File: config.mk
export PLATFORM = sky130hd
export DESIGN_NAME = uart_frame_assembler_flat
export DESIGN_NICKNAME = d
export VERILOG_FILES = /design/src/rtl/uart_frame_assembler_if.sv /design/src/rtl/uart_frame_assembler.sv /design/src/flat_wrapper.sv
export SDC_FILE = /design/constraint.sdc
export NUM_CORES = 1
export LEC_CHECK = 0
export BUFFER_PORTS_ARGS = -buffer_cell sky130_fd_sc_hd__buf_4
export CAP_MARGIN = 30
export CORE_ASPECT_RATIO = 0.9
export CORE_MARGIN = 5
export CORE_UTILIZATION = 41
export CTS_BUF_LIST = sky130_fd_sc_hd__clkbuf_2
export CTS_CLUSTER_SIZE = 8
export DETAILED_ROUTE_END_ITERATION = 10
export HOLD_SLACK_MARGIN = 0.02
export PLACE_DENSITY = 0.61
export SYNTH_ARGS = -nofsm -noshare
export SYNTH_HDL_FRONTEND = slang
export SYNTH_SLANG_ARGS = --single-unit
export TNS_END_PERCENT = 5
File: constraint.sdc
create_clock -name clk_50M -period 3 [get_ports clk_50M]
set_clock_uncertainty 0.15 [all_clocks]
set_input_delay 0.45 -clock clk_50M [delete_from_list [all_inputs] [get_ports clk_50M]]
set_output_delay 0.45 -clock clk_50M [all_outputs]
set_load 0.005 [all_outputs]
File: src/rtl/uart_frame_assembler_if.sv
// rtl/uart_frame_assembler_if.sv - byte-in / payload-out signal bundle for uart_frame_assembler
interface uart_frame_assembler_if #(
    parameter int MAX_LEN = 8
);
    logic [7:0]           rx_msg;
    logic                 rx_complete;
    logic                 msg_ack;
    logic [8*MAX_LEN-1:0] msg_data;
    logic [3:0]           msg_len;
    logic                 msg_valid;
    logic                 err_pulse;
    logic [1:0]           err_code;
    logic                 busy;

    // Upstream byte source and payload consumer side
    modport master (
        output rx_msg, rx_complete, msg_ack,
        input  msg_data, msg_len, msg_valid, err_pulse, err_code, busy
    );

    // Frame assembler side
    modport slave (
        input  rx_msg, rx_complete, msg_ack,
        output msg_data, msg_len, msg_valid, err_pulse, err_code, busy
    );
endinterface

File: src/rtl/uart_frame_assembler.sv
// rtl/uart_frame_assembler.sv - assembles SOF/LEN/payload/CHK byte frames into a held payload
module uart_frame_assembler #(
    parameter int          MAX_LEN     = 8,
    parameter int          TIMEOUT_CYC = 8680,
    parameter logic [7:0]  SOF         = 8'h23
) (
    input  logic                  clk_50M,
    input  logic                  rst_n,
    uart_frame_assembler_if.slave bus
);
    localparam int DW    = 8 * MAX_LEN;
    localparam int TMR_W = $clog2(TIMEOUT_CYC + 1);

    localparam logic [1:0] ERR_TIMEOUT = 2'b00;
    localparam logic [1:0] ERR_LEN     = 2'b01;
    localparam logic [1:0] ERR_CHK     = 2'b10;
    localparam logic [1:0] ERR_OVERRUN = 2'b11;

    typedef enum logic [2:0] {
        S_IDLE,
        S_LEN,
        S_PAYLOAD,
        S_CHK,
        S_HOLD
    } state_t;

    state_t            state_q, state_d;
    logic [3:0]        len_q, len_d;
    logic [3:0]        cnt_q, cnt_d;
    logic [7:0]        chk_q, chk_d;
    logic [DW-1:0]     data_q, data_d;
    logic [3:0]        msg_len_q, msg_len_d;
    logic              valid_q, valid_d;
    logic              err_pulse_q, err_pulse_d;
    logic [1:0]        err_code_q, err_code_d;
    logic [TMR_W-1:0]  tmr_q, tmr_d;

    logic              byte_in;
    logic [7:0]        rx;
    logic              in_frame;
    logic              timeout;

    assign byte_in  = bus.rx_complete;
    assign rx       = bus.rx_msg;
    assign in_frame = (state_q == S_LEN) || (state_q == S_PAYLOAD) || (state_q == S_CHK);
    // A byte arriving on the terminal-count cycle takes priority over the timeout
    assign timeout  = in_frame && !byte_in && (tmr_q == TMR_W'(TIMEOUT_CYC - 1));

    // Next-state, payload capture, checksum and error generation
    always_comb begin
        state_d     = state_q;
        len_d       = len_q;
        cnt_d       = cnt_q;
        chk_d       = chk_q;
        data_d      = data_q;
        msg_len_d   = msg_len_q;
        valid_d     = valid_q;
        err_pulse_d = 1'b0;
        err_code_d  = err_code_q;

        // Inter-byte timer only runs while a frame is partially received
        if (in_frame && !byte_in) begin
            tmr_d = tmr_q + TMR_W'(1);
        end else begin
            tmr_d = '0;
        end

        case (state_q)
            S_IDLE: begin
                if (byte_in && rx == SOF) begin
                    state_d = S_LEN;
                end
            end

            S_LEN: begin
                if (timeout) begin
                    err_pulse_d = 1'b1;
                    err_code_d  = ERR_TIMEOUT;
                    state_d     = S_IDLE;
                end else if (byte_in) begin
                    if (rx == 8'd0 || rx > 8'(MAX_LEN)) begin
                        err_pulse_d = 1'b1;
                        err_code_d  = ERR_LEN;
                        state_d     = S_IDLE;
                    end else begin
                        len_d   = rx[3:0];
                        chk_d   = rx;
                        cnt_d   = '0;
                        data_d  = '0;
                        state_d = S_PAYLOAD;
                    end
                end
            end

            S_PAYLOAD: begin
                if (timeout) begin
                    err_pulse_d = 1'b1;
                    err_code_d  = ERR_TIMEOUT;
                    state_d     = S_IDLE;
                end else if (byte_in) begin
                    // SOF here is plain data; no resynchronisation mid-frame
                    data_d[8*cnt_q +: 8] = rx;
                    chk_d                = chk_q ^ rx;
                    if (cnt_q == len_q - 4'd1) begin
                        state_d = S_CHK;
                    end else begin
                        cnt_d = cnt_q + 4'd1;
                    end
                end
            end

            S_CHK: begin
                if (timeout) begin
                    err_pulse_d = 1'b1;
                    err_code_d  = ERR_TIMEOUT;
                    state_d     = S_IDLE;
                end else if (byte_in) begin
                    if (rx == chk_q) begin
                        msg_len_d = len_q;
                        valid_d   = 1'b1;
                        state_d   = S_HOLD;
                    end else begin
                        err_pulse_d = 1'b1;
                        err_code_d  = ERR_CHK;
                        state_d     = S_IDLE;
                    end
                end
            end

            S_HOLD: begin
                // Payload is frozen; any byte now is lost, even alongside an ack
                if (byte_in) begin
                    err_pulse_d = 1'b1;
                    err_code_d  = ERR_OVERRUN;
                end
                if (bus.msg_ack) begin
                    valid_d = 1'b0;
                    state_d = S_IDLE;
                end
            end

            default: begin
                state_d = S_IDLE;
            end
        endcase
    end

    // State and datapath registers with asynchronous clear
    always_ff @(posedge clk_50M or negedge rst_n) begin
        if (!rst_n) begin
            state_q     <= S_IDLE;
            len_q       <= '0;
            cnt_q       <= '0;
            chk_q       <= '0;
            data_q      <= '0;
            msg_len_q   <= '0;
            valid_q     <= 1'b0;
            err_pulse_q <= 1'b0;
            err_code_q  <= '0;
            tmr_q       <= '0;
        end else begin
            state_q     <= state_d;
            len_q       <= len_d;
            cnt_q       <= cnt_d;
            chk_q       <= chk_d;
            data_q      <= data_d;
            msg_len_q   <= msg_len_d;
            valid_q     <= valid_d;
            err_pulse_q <= err_pulse_d;
            err_code_q  <= err_code_d;
            tmr_q       <= tmr_d;
        end
    end

    assign bus.msg_data  = data_q;
    assign bus.msg_len   = msg_len_q;
    assign bus.msg_valid = valid_q;
    assign bus.err_pulse = err_pulse_q;
    assign bus.err_code  = err_code_q;
    assign bus.busy      = in_frame;

endmodule

File: src/flat_wrapper.sv
// flat-port wrapper written by rule: the top's interface ports become plain ports
module uart_frame_assembler_flat 
#(
    parameter int          MAX_LEN     = 8,
    parameter int          TIMEOUT_CYC = 8680,
    parameter logic [7:0]  SOF         = 8'h23
)
  (clk_50M, rst_n, bus_rx_msg, bus_rx_complete, bus_msg_ack, bus_msg_data, bus_msg_len, bus_msg_valid, bus_err_pulse, bus_err_code, bus_busy);
  uart_frame_assembler_if #(.MAX_LEN(MAX_LEN)) bus_i ();
  input  logic clk_50M;
  input  logic rst_n;
  input wire logic [$bits(bus_i.rx_msg)-1:0] bus_rx_msg;
  input wire logic [$bits(bus_i.rx_complete)-1:0] bus_rx_complete;
  input wire logic [$bits(bus_i.msg_ack)-1:0] bus_msg_ack;
  output wire logic [$bits(bus_i.msg_data)-1:0] bus_msg_data;
  output wire logic [$bits(bus_i.msg_len)-1:0] bus_msg_len;
  output wire logic [$bits(bus_i.msg_valid)-1:0] bus_msg_valid;
  output wire logic [$bits(bus_i.err_pulse)-1:0] bus_err_pulse;
  output wire logic [$bits(bus_i.err_code)-1:0] bus_err_code;
  output wire logic [$bits(bus_i.busy)-1:0] bus_busy;
  assign bus_i.rx_msg = bus_rx_msg;
  assign bus_i.rx_complete = bus_rx_complete;
  assign bus_i.msg_ack = bus_msg_ack;
  assign bus_msg_data = bus_i.msg_data;
  assign bus_msg_len = bus_i.msg_len;
  assign bus_msg_valid = bus_i.msg_valid;
  assign bus_err_pulse = bus_i.err_pulse;
  assign bus_err_code = bus_i.err_code;
  assign bus_busy = bus_i.busy;
  uart_frame_assembler #(.MAX_LEN(MAX_LEN), .TIMEOUT_CYC(TIMEOUT_CYC), .SOF(SOF)) u_core (.clk_50M(clk_50M), .rst_n(rst_n), .bus(bus_i));
endmodule
==> out/metrics.cfg, run 1 <==
[floorplan]
die_w_um=124
fp.dieH_um=113
placeableCoreArea_um2=11500
io-pin-count=85
die_area_um2=14000
start_util_pct=42.1
rows=37

[setup_path]
cp_cell_sequence=nor3_1 > ha_1 > nand2_1 > or4_1 > nor2_2 > a22o_1
cp_slowest_cell=dfrtp_1
cp.required_ns=3.41
crit_arrival_ns=2.84
endpoint=u_core.bus.msg_data[50]$_DFFE_PN0P_
max_stage_delay_ns=0.59
worstPathMaxFanout=9
crit_type=flip-flop to flip-flop
setup.worst_path.start_class=flip-flop
crit_path_end_kind=flip-flop
r2r-start=u_core.cnt_q[1]$_DFFE_PN0P_
r2r_slack_ns=0.57
reg2reg_depth=6
reg2reg_to=u_core.bus.msg_data[50]$_DFFE_PN0P_
crit_path_start=u_core.cnt_q[1]$_DFFE_PN0P_

[detailed_routing]
drt-pass1-iter-count=4
final_antenna_net_count=0
drt-initial-drc-count=212
avgRoutedWirePerCell_um=16.7
avgViaCountPerCell=5.20
drt-total-wl_mm=12.0
drc=0
num_vias=3736

[sta]
finalHoldViolCount=0
maxSlewHeadroom_pct=39.9
finalCritPeriodShare_pct=81.0
slew_violations=0
setup_violations=0
finalCriticalPeriod_ns=2.43
max_freq_mhz=412
fin_setup_tns_ns=0
worst_slew_pin_slew_ns=0.901
rsz0062_at_grt=no

[global_route]
gr-total-overflow=0
antenna_found_initial=0
grt_max_degree=71
grt_pass1_vias=3784
grt_pass1_wl_mm=19.8
track_usage_pct=17.4

[synth]
synth_xor_xnor_area_share_pct=5.36
syn_nets=489
synth_top_family_by_area=simple AND/OR/NAND/NOR gates
synth_area_um2=4830
synthMuxAreaShare_pct=2.54
synth-simple-area-share_pct=17.9
ys_warn_count=0
synth_fa_ha_area_share_pct=2.07
syn_avg_cell_area_um2=10.3
synth.distinct_cells=50
async_flop_share_pct=100
syn_inst=469
ys_ff_latch=105
synthFlopType=dfrtp_1
synth_edf_count=0
synth_seq_area_share_pct=54.4
synth_compound_area_share_pct=14.3

[final_layout]
diodes=0
fin_nets=577
drive_gt1_share_pct=24.0
utilization_pct=50.7
area_growth_pct=20.5

[placed_design]
gp_congestion=0.795
io_buffer_count=84
place_hpwl_mm=8.32

[clocking]
clock_latency_ns=0.62
htree_levels=3
cts_root_buffer=clkbuf_2
cts-buffers-inserted=9
cts_tree=yes
clock_sinks=105
clk_pin_slew_ns=0.30
cts_resized=0
clk_path_buf_depth=2

[power]
ir_drop_mv=0.226
p_per_area_nw_per_um2=405
leakage_nw=2.71
report.power.total_mw=2.35

[status]
status=complete, no violations

[hold_path]
worstHoldPathType=input pin to async pin

[job]
max_cap_violations=0

-- cells in the final DEF (no fill, tap or decap), drive strengths merged, types with 2 or more instances in the layout --
cell         Yosys  final
nor2b            2      2
nand3           27     27
nor3            13     13
a21oi           13     13
xor2            12     12
nand2           77     77
or3b             2      2
and2             2      2
nand4b           2      2
nor4             5      5
nor3b            2      2
nand3b           2      2
xnor2           15     15
a31oi            2      2
dfrtp          105    105
dlygate4sd3      0     11
clkinvlp         0      3
ha               8      8
mux2            10     10
a32o            12     12
clkinv           0      2
clkbuf          16      9
or4              3      3
inv              9     11
or3              3      3
o21ai           51     51
nand4            2      2
buf             12     94
a22o            18     18
nor2            29     29
-- cells by family (layout without fill, tap and decap cells) --
group,Yosys count,count (layout)
compound gates,103,103
xor+xnor,28,28
fa+ha+maj,8,8
buf+inv,37,130
flops,105,105
mux,11,11
simple gates,177,177
-- cell type report --
class	count	area [um^2]
Clock buffer	9	45.0
Clock inverter	7	53.8
Fill cell	1090	5660
Inverter	9	33.8
Multi-Input combinational cell	327	2040
Sequential cell	105	2630
Tap cell	156	195
Timing Repair Buffer	105	828
-- through the flow --
step                area (um^2)  setup WS [ns]  std cells  hold slack [ns]
finish                     5820          0.570        718            0.297
detailed placement         5610          0.568        691            0.321
global route               5820          0.391        718            0.349
floorplan                  4830          0.226        469          0.00441
CTS                        5820          0.563        718            0.298
global placement           5610          0.599        691            0.319
-- sequential cells by signal, summed over array words and instances, names as in the netlist --
name                  flops
u_core.cnt_q              4
u_core.state_q            3
u_core.chk_q              8
u_core.tmr_q             14
u_core.bus.msg_len        4
u_core.len_q              4
u_core.bus.msg_valid      1
u_core.bus.err_code       2
u_core.bus.err_pulse      1
u_core.bus.msg_data      64
-- synth_stat cells, drive strengths merged, types with 2 or more instances --
cell    count  area [um^2]
xor2       12          105
a31oi       2         12.5
nand3b      2         15.0
nor3       13         65.1
inv         9         33.8
xnor2      15          131
or3b        2         17.5
ha          8          100
mux2       10          113
nand3      27          135
nor3b       2         15.0
nand2      77          297
a21oi      13         65.1
a22o       18          158
a32o       12          120
or3         3         18.8
o21ai      51          278
nor2b       2         12.5
nand4       2         12.5
nand4b      2         17.5
nor4        5         43.8
buf        12         71.3
or4         3         22.5
nor2       29          114
dfrtp     105         2630
and2        2         12.5
clkbuf     16         60.1
-- worst max-delay path: cells and delay by family, from the launching register on --
| kind | cells | cell delay (ns) |
|---|---|---|
| simple gates | 4 | 1.08 |
| flops | 1 | 0.59 |
| fa+ha+maj | 1 | 0.39 |
| compound gates | 1 | 0.18 |
-- how the worst min path moves through the flow --
stage,startpoint,to,slack [ns]
floorplan,rst_n,u_core.bus.err_code[0]$_DFFE_PN0P_,0.004
global placement,u_core.bus.msg_data[29]$_DFFE_PN0P_,u_core.bus.msg_data[29]$_DFFE_PN0P_,0.32
detailed placement,u_core.bus.msg_data[43]$_DFFE_PN0P_,u_core.bus.msg_data[43]$_DFFE_PN0P_,0.32
CTS,rst_n,u_core.bus.msg_data[46]$_DFFE_PN0P_,0.30
global route,bus_msg_ack,u_core.bus.msg_valid$_DFFE_PN0P_,0.35
finish,rst_n,u_core.cnt_q[2]$_DFFE_PN0P_,0.30
-- layer usage --
metal / part of all wire, % / global-route usage, % / vias to the layer above
met3: 5.3 / 4.34 / 16
li1: - / - / 1828
met5: 0 / 0 / -
met4: 1.1 / 4.67 / 0
met1: 47 / 23.4 / 1799
met2: 46 / 28.3 / 93
-- where the power goes --
group	switching [mW]	internal (mW)	total, mW	leakage (nW)
Sequential	0.0251	1.45	1.47	1.46
Clock	0.482	0.114	0.597	0.0549
Combinational	0.181	0.106	0.287	1.20
-- repair_timing --
item                                   in CTS  in global routing
hold buffers                               11                  0
endpoints found under the hold margin     114                  0
setup buffers                               0                  0
Note: power is estimated with default switching activity, not from simulation.
==> run 2, diff against run 1 <==
--- a/config.mk
+++ b/config.mk
@@ -14,7 +14,7 @@
 export CTS_CLUSTER_SIZE = 8
 export DETAILED_ROUTE_END_ITERATION = 10
 export HOLD_SLACK_MARGIN = 0.02
-export PLACE_DENSITY = 0.61
+export PLACE_DENSITY = 0.59
 export SYNTH_ARGS = -nofsm -noshare
 export SYNTH_HDL_FRONTEND = slang
 export SYNTH_SLANG_ARGS = --single-unit
==> constraint.sdc (replaced) <==
create_clock -name clk_50M -period 2.3 [get_ports clk_50M]
set_clock_uncertainty 0.15 [all_clocks]
set_input_delay 0.345 -clock clk_50M [delete_from_list [all_inputs] [get_ports clk_50M]]
set_output_delay 0.345 -clock clk_50M [all_outputs]
set_load 0.005 [all_outputs]
==> out/metrics.cfg, run 2 (synthesis results as in run 1) <==
[status]
status=complete, no violations  ; unchanged

[detailed_routing]
drt-initial-drc-count=279  ; was 212
dr_wl_met2_mm=5.65  ; was 5.58 mm
drt-total-wl_mm=12.0  ; about the same
drt-pass1-iter-count=4  ; unchanged
wl_met1_mm=5.64  ; was 5.65 mm
drc=0  ; unchanged
dr.max_layer_used=met4  ; unchanged
avgViaCountPerCell=5.19  ; was 5.20
final_antenna_net_count=0  ; unchanged
avgRoutedWirePerCell_um=16.3  ; was 16.7 um
wl_met3_um=574  ; was 642 um
num_vias=3839  ; was 3736

[final_layout]
area_growth_pct=25.6  ; was 20.5%
final_cells=739  ; was 718
regArea_um2=2630  ; unchanged
utilization_pct=52.8  ; was 50.7%
drive_gt1_share_pct=27.6  ; was 24.0%
fin_nets=598  ; was 577
final_cell_mix=buf_4 (113), dfrtp_1 (105), nand2_1 (76), o21ai_0 (44)  ; was dfrtp_1 (105), buf_4 (93), nand2_1 (76), o21ai_0 (44)
fin_area_um2=6070  ; was 5820 um^2
multiInputGateArea_um2=2070  ; was 2040 um^2
diodes=0  ; unchanged
largest_reg_flops=64  ; unchanged
n_fill_cell=1078  ; was 1090
final_common_cell=buf_4  ; was dfrtp_1

[global_route]
grt_max_degree=48  ; was 71
track_usage_pct=17.4  ; about the same
grt_pass1_vias=3749  ; was 3784
gr-total-overflow=0  ; unchanged
grt_pass1_wl_mm=19.8  ; unchanged
antenna_found_initial=0  ; unchanged

[floorplan]
placeableCoreArea_um2=11500  ; unchanged
die_area_um2=14000  ; unchanged
io-pin-count=85  ; unchanged
rows=37  ; unchanged
fp.dieH_um=113  ; unchanged
die_w_um=124  ; unchanged
start_util_pct=42.1  ; unchanged

[sta]
setup_violations=0  ; unchanged
worst_slew_pin_slew_ns=0.622  ; was 0.901 ns
fin_setup_tns_ns=0  ; unchanged
maxSlewHeadroom_pct=58.1  ; was 39.9%
max_freq_mhz=460  ; was 412 MHz
rsz0062_at_grt=yes  ; was no
slew_violations=0  ; unchanged
finalCritPeriodShare_pct=94.5  ; was 81.0%
finalCriticalPeriod_ns=2.17  ; was 2.43 ns
finalHoldViolCount=0  ; unchanged

[clocking]
clk_path_buf_depth=2  ; unchanged
cts_root_buffer=clkbuf_2  ; unchanged
cts_tree=yes  ; unchanged
clock_latency_ns=0.57  ; was 0.62 ns
clk_pin_slew_ns=0.28  ; was 0.30 ns
htree_levels=3  ; unchanged
cts-buffers-inserted=9  ; unchanged
clock_sinks=105  ; unchanged

[setup_path]
cp_slowest_cell=or4_1  ; was dfrtp_1
crit_arrival_ns=2.51  ; was 2.84 ns
cp.required_ns=2.63  ; was 3.41 ns
crit_family=simple AND/OR/NAND/NOR gates  ; unchanged
cp_cell_sequence=or4_1 > nor4_4 > nand2_1 > a31o_2 > mux2_2  ; was nor3_1 > ha_1 > nand2_1 > or4_1 > nor2_2 > a22o_1
r2r-start=u_core.tmr_q[9]$_DFF_PN0_  ; was u_core.cnt_q[1]$_DFFE_PN0P_
worstPathMaxFanout=5  ; was 9
setup.worst_path.start_class=flip-flop  ; unchanged
r2r_slack_ns=0.13  ; was 0.57 ns
cp_num_buf_inv=0  ; unchanged
crit_path_end_kind=flip-flop  ; unchanged
crit_path_start=u_core.tmr_q[9]$_DFF_PN0_  ; was u_core.cnt_q[1]$_DFFE_PN0P_
crit_type=flip-flop to flip-flop  ; unchanged
max_stage_delay_ns=0.56  ; was 0.59 ns

[power]
power_switching_uw=921  ; was 688 uW
ir_drop_mv=0.471  ; was 0.226 mV
combPwrFrac_pct=13.3  ; was 12.2%
p_per_area_nw_per_um2=537  ; was 405 nW/um^2
sw_frac_of_total_pct=28.3  ; was 29.2%
seqPwrFrac_pct=58.7  ; was 62.5%
leakage_nw=2.85  ; was 2.71 nW
p_int_mw=2.34  ; was 1.67 mW
power.share.clock_pct=28.0  ; was 25.4%
report.power.total_mw=3.26  ; was 2.35 mW

[hold_path]
worstHoldPathType=input pin to flip-flop  ; was input pin to async pin
hp-start=bus_rx_msg[2]

[job]
max_cap_violations=0  ; unchanged

[placed_design]
io_buffer_count=84  ; unchanged
gp_congestion=0.872  ; was 0.795
postPlaceCellArea_um2=5810  ; was 5610 um^2
placed_cells=713  ; was 691
place_hpwl_mm=8.58  ; was 8.32 mm

## run 2: final cells by class
class | instances | share of cell area [%]
repair buffers | 126 | 16.6
inverters | 9 | 0.557
multi-input cells | 327 | 34.1
flip-flops and latches | 105 | 43.3
clock buffers | 9 | 0.743
clock inverters | 7 | 1.40
well taps | 156 | 3.22
## run 2: power by group through the flow
stage                     Combinational (mW)  Sequential [mW]  Clock [mW]
after floorplan                        0.238             1.94           0
after global placement                 0.407             1.94           0
after detailed placement               0.413             1.94           0
after CTS                              0.427             1.91       0.958
after global routing                   0.479             1.92        1.04
final                                  0.433             1.91       0.912
## run 2: worst reg2reg max path: cells and delay by family (launching register included)
kind	cells	cell delay [ns]
and+or+nand+nor	3	0.96
AOI/OAI and AO/OA	1	0.25
DFF	1	0.49
muxes	1	0.25
## run 2: worst paths after layout
kind / endpoint / depth (start not counted)
setup / recovery: u_core.bus.err_code[1]$_DFFE_PN0P_ / 5
hold / removal: u_core.bus.msg_data[2]$_DFFE_PN0P_ / 4
setup reg to reg: u_core.bus.err_code[1]$_DFFE_PN0P_ / 5
hold reg to reg: u_core.tmr_q[0]$_DFF_PN0_ / 1
max in group asynchronous: u_core.chk_q[4]$_DFFE_PN0P_ / 3
min in group asynchronous: u_core.bus.msg_data[53]$_DFFE_PN0P_ / 2
## run 2: layer usage
| metal | track usage [%] | vias to the layer above |
|---|---|---|
| met3 | 4.06 | 12 |
| met5 | 0 | - |
| met4 | 4.24 | 0 |
| li1 | - | 1875 |
| met2 | 27.4 | 91 |
| met1 | 24.5 | 1861 |
## run 2: stage by stage
step | hold slack (ns) | worst slack, ns
floorplan | -0.101 | -0.0788
global placement | 0.249 | 0.0391
detailed placement | 0.253 | 0.0606
CTS | 0.0239 | 0.0483
global route | 0.0227 | -0.0208
finish | 0.0849 | 0.126
## run 2: timing repair
action,CTS,global route
resized for setup,0,4
buffers inserted,0,0
endpoints found under the setup margin,0,24
endpoints found under the hold margin,89,0
hold buffers,10,0
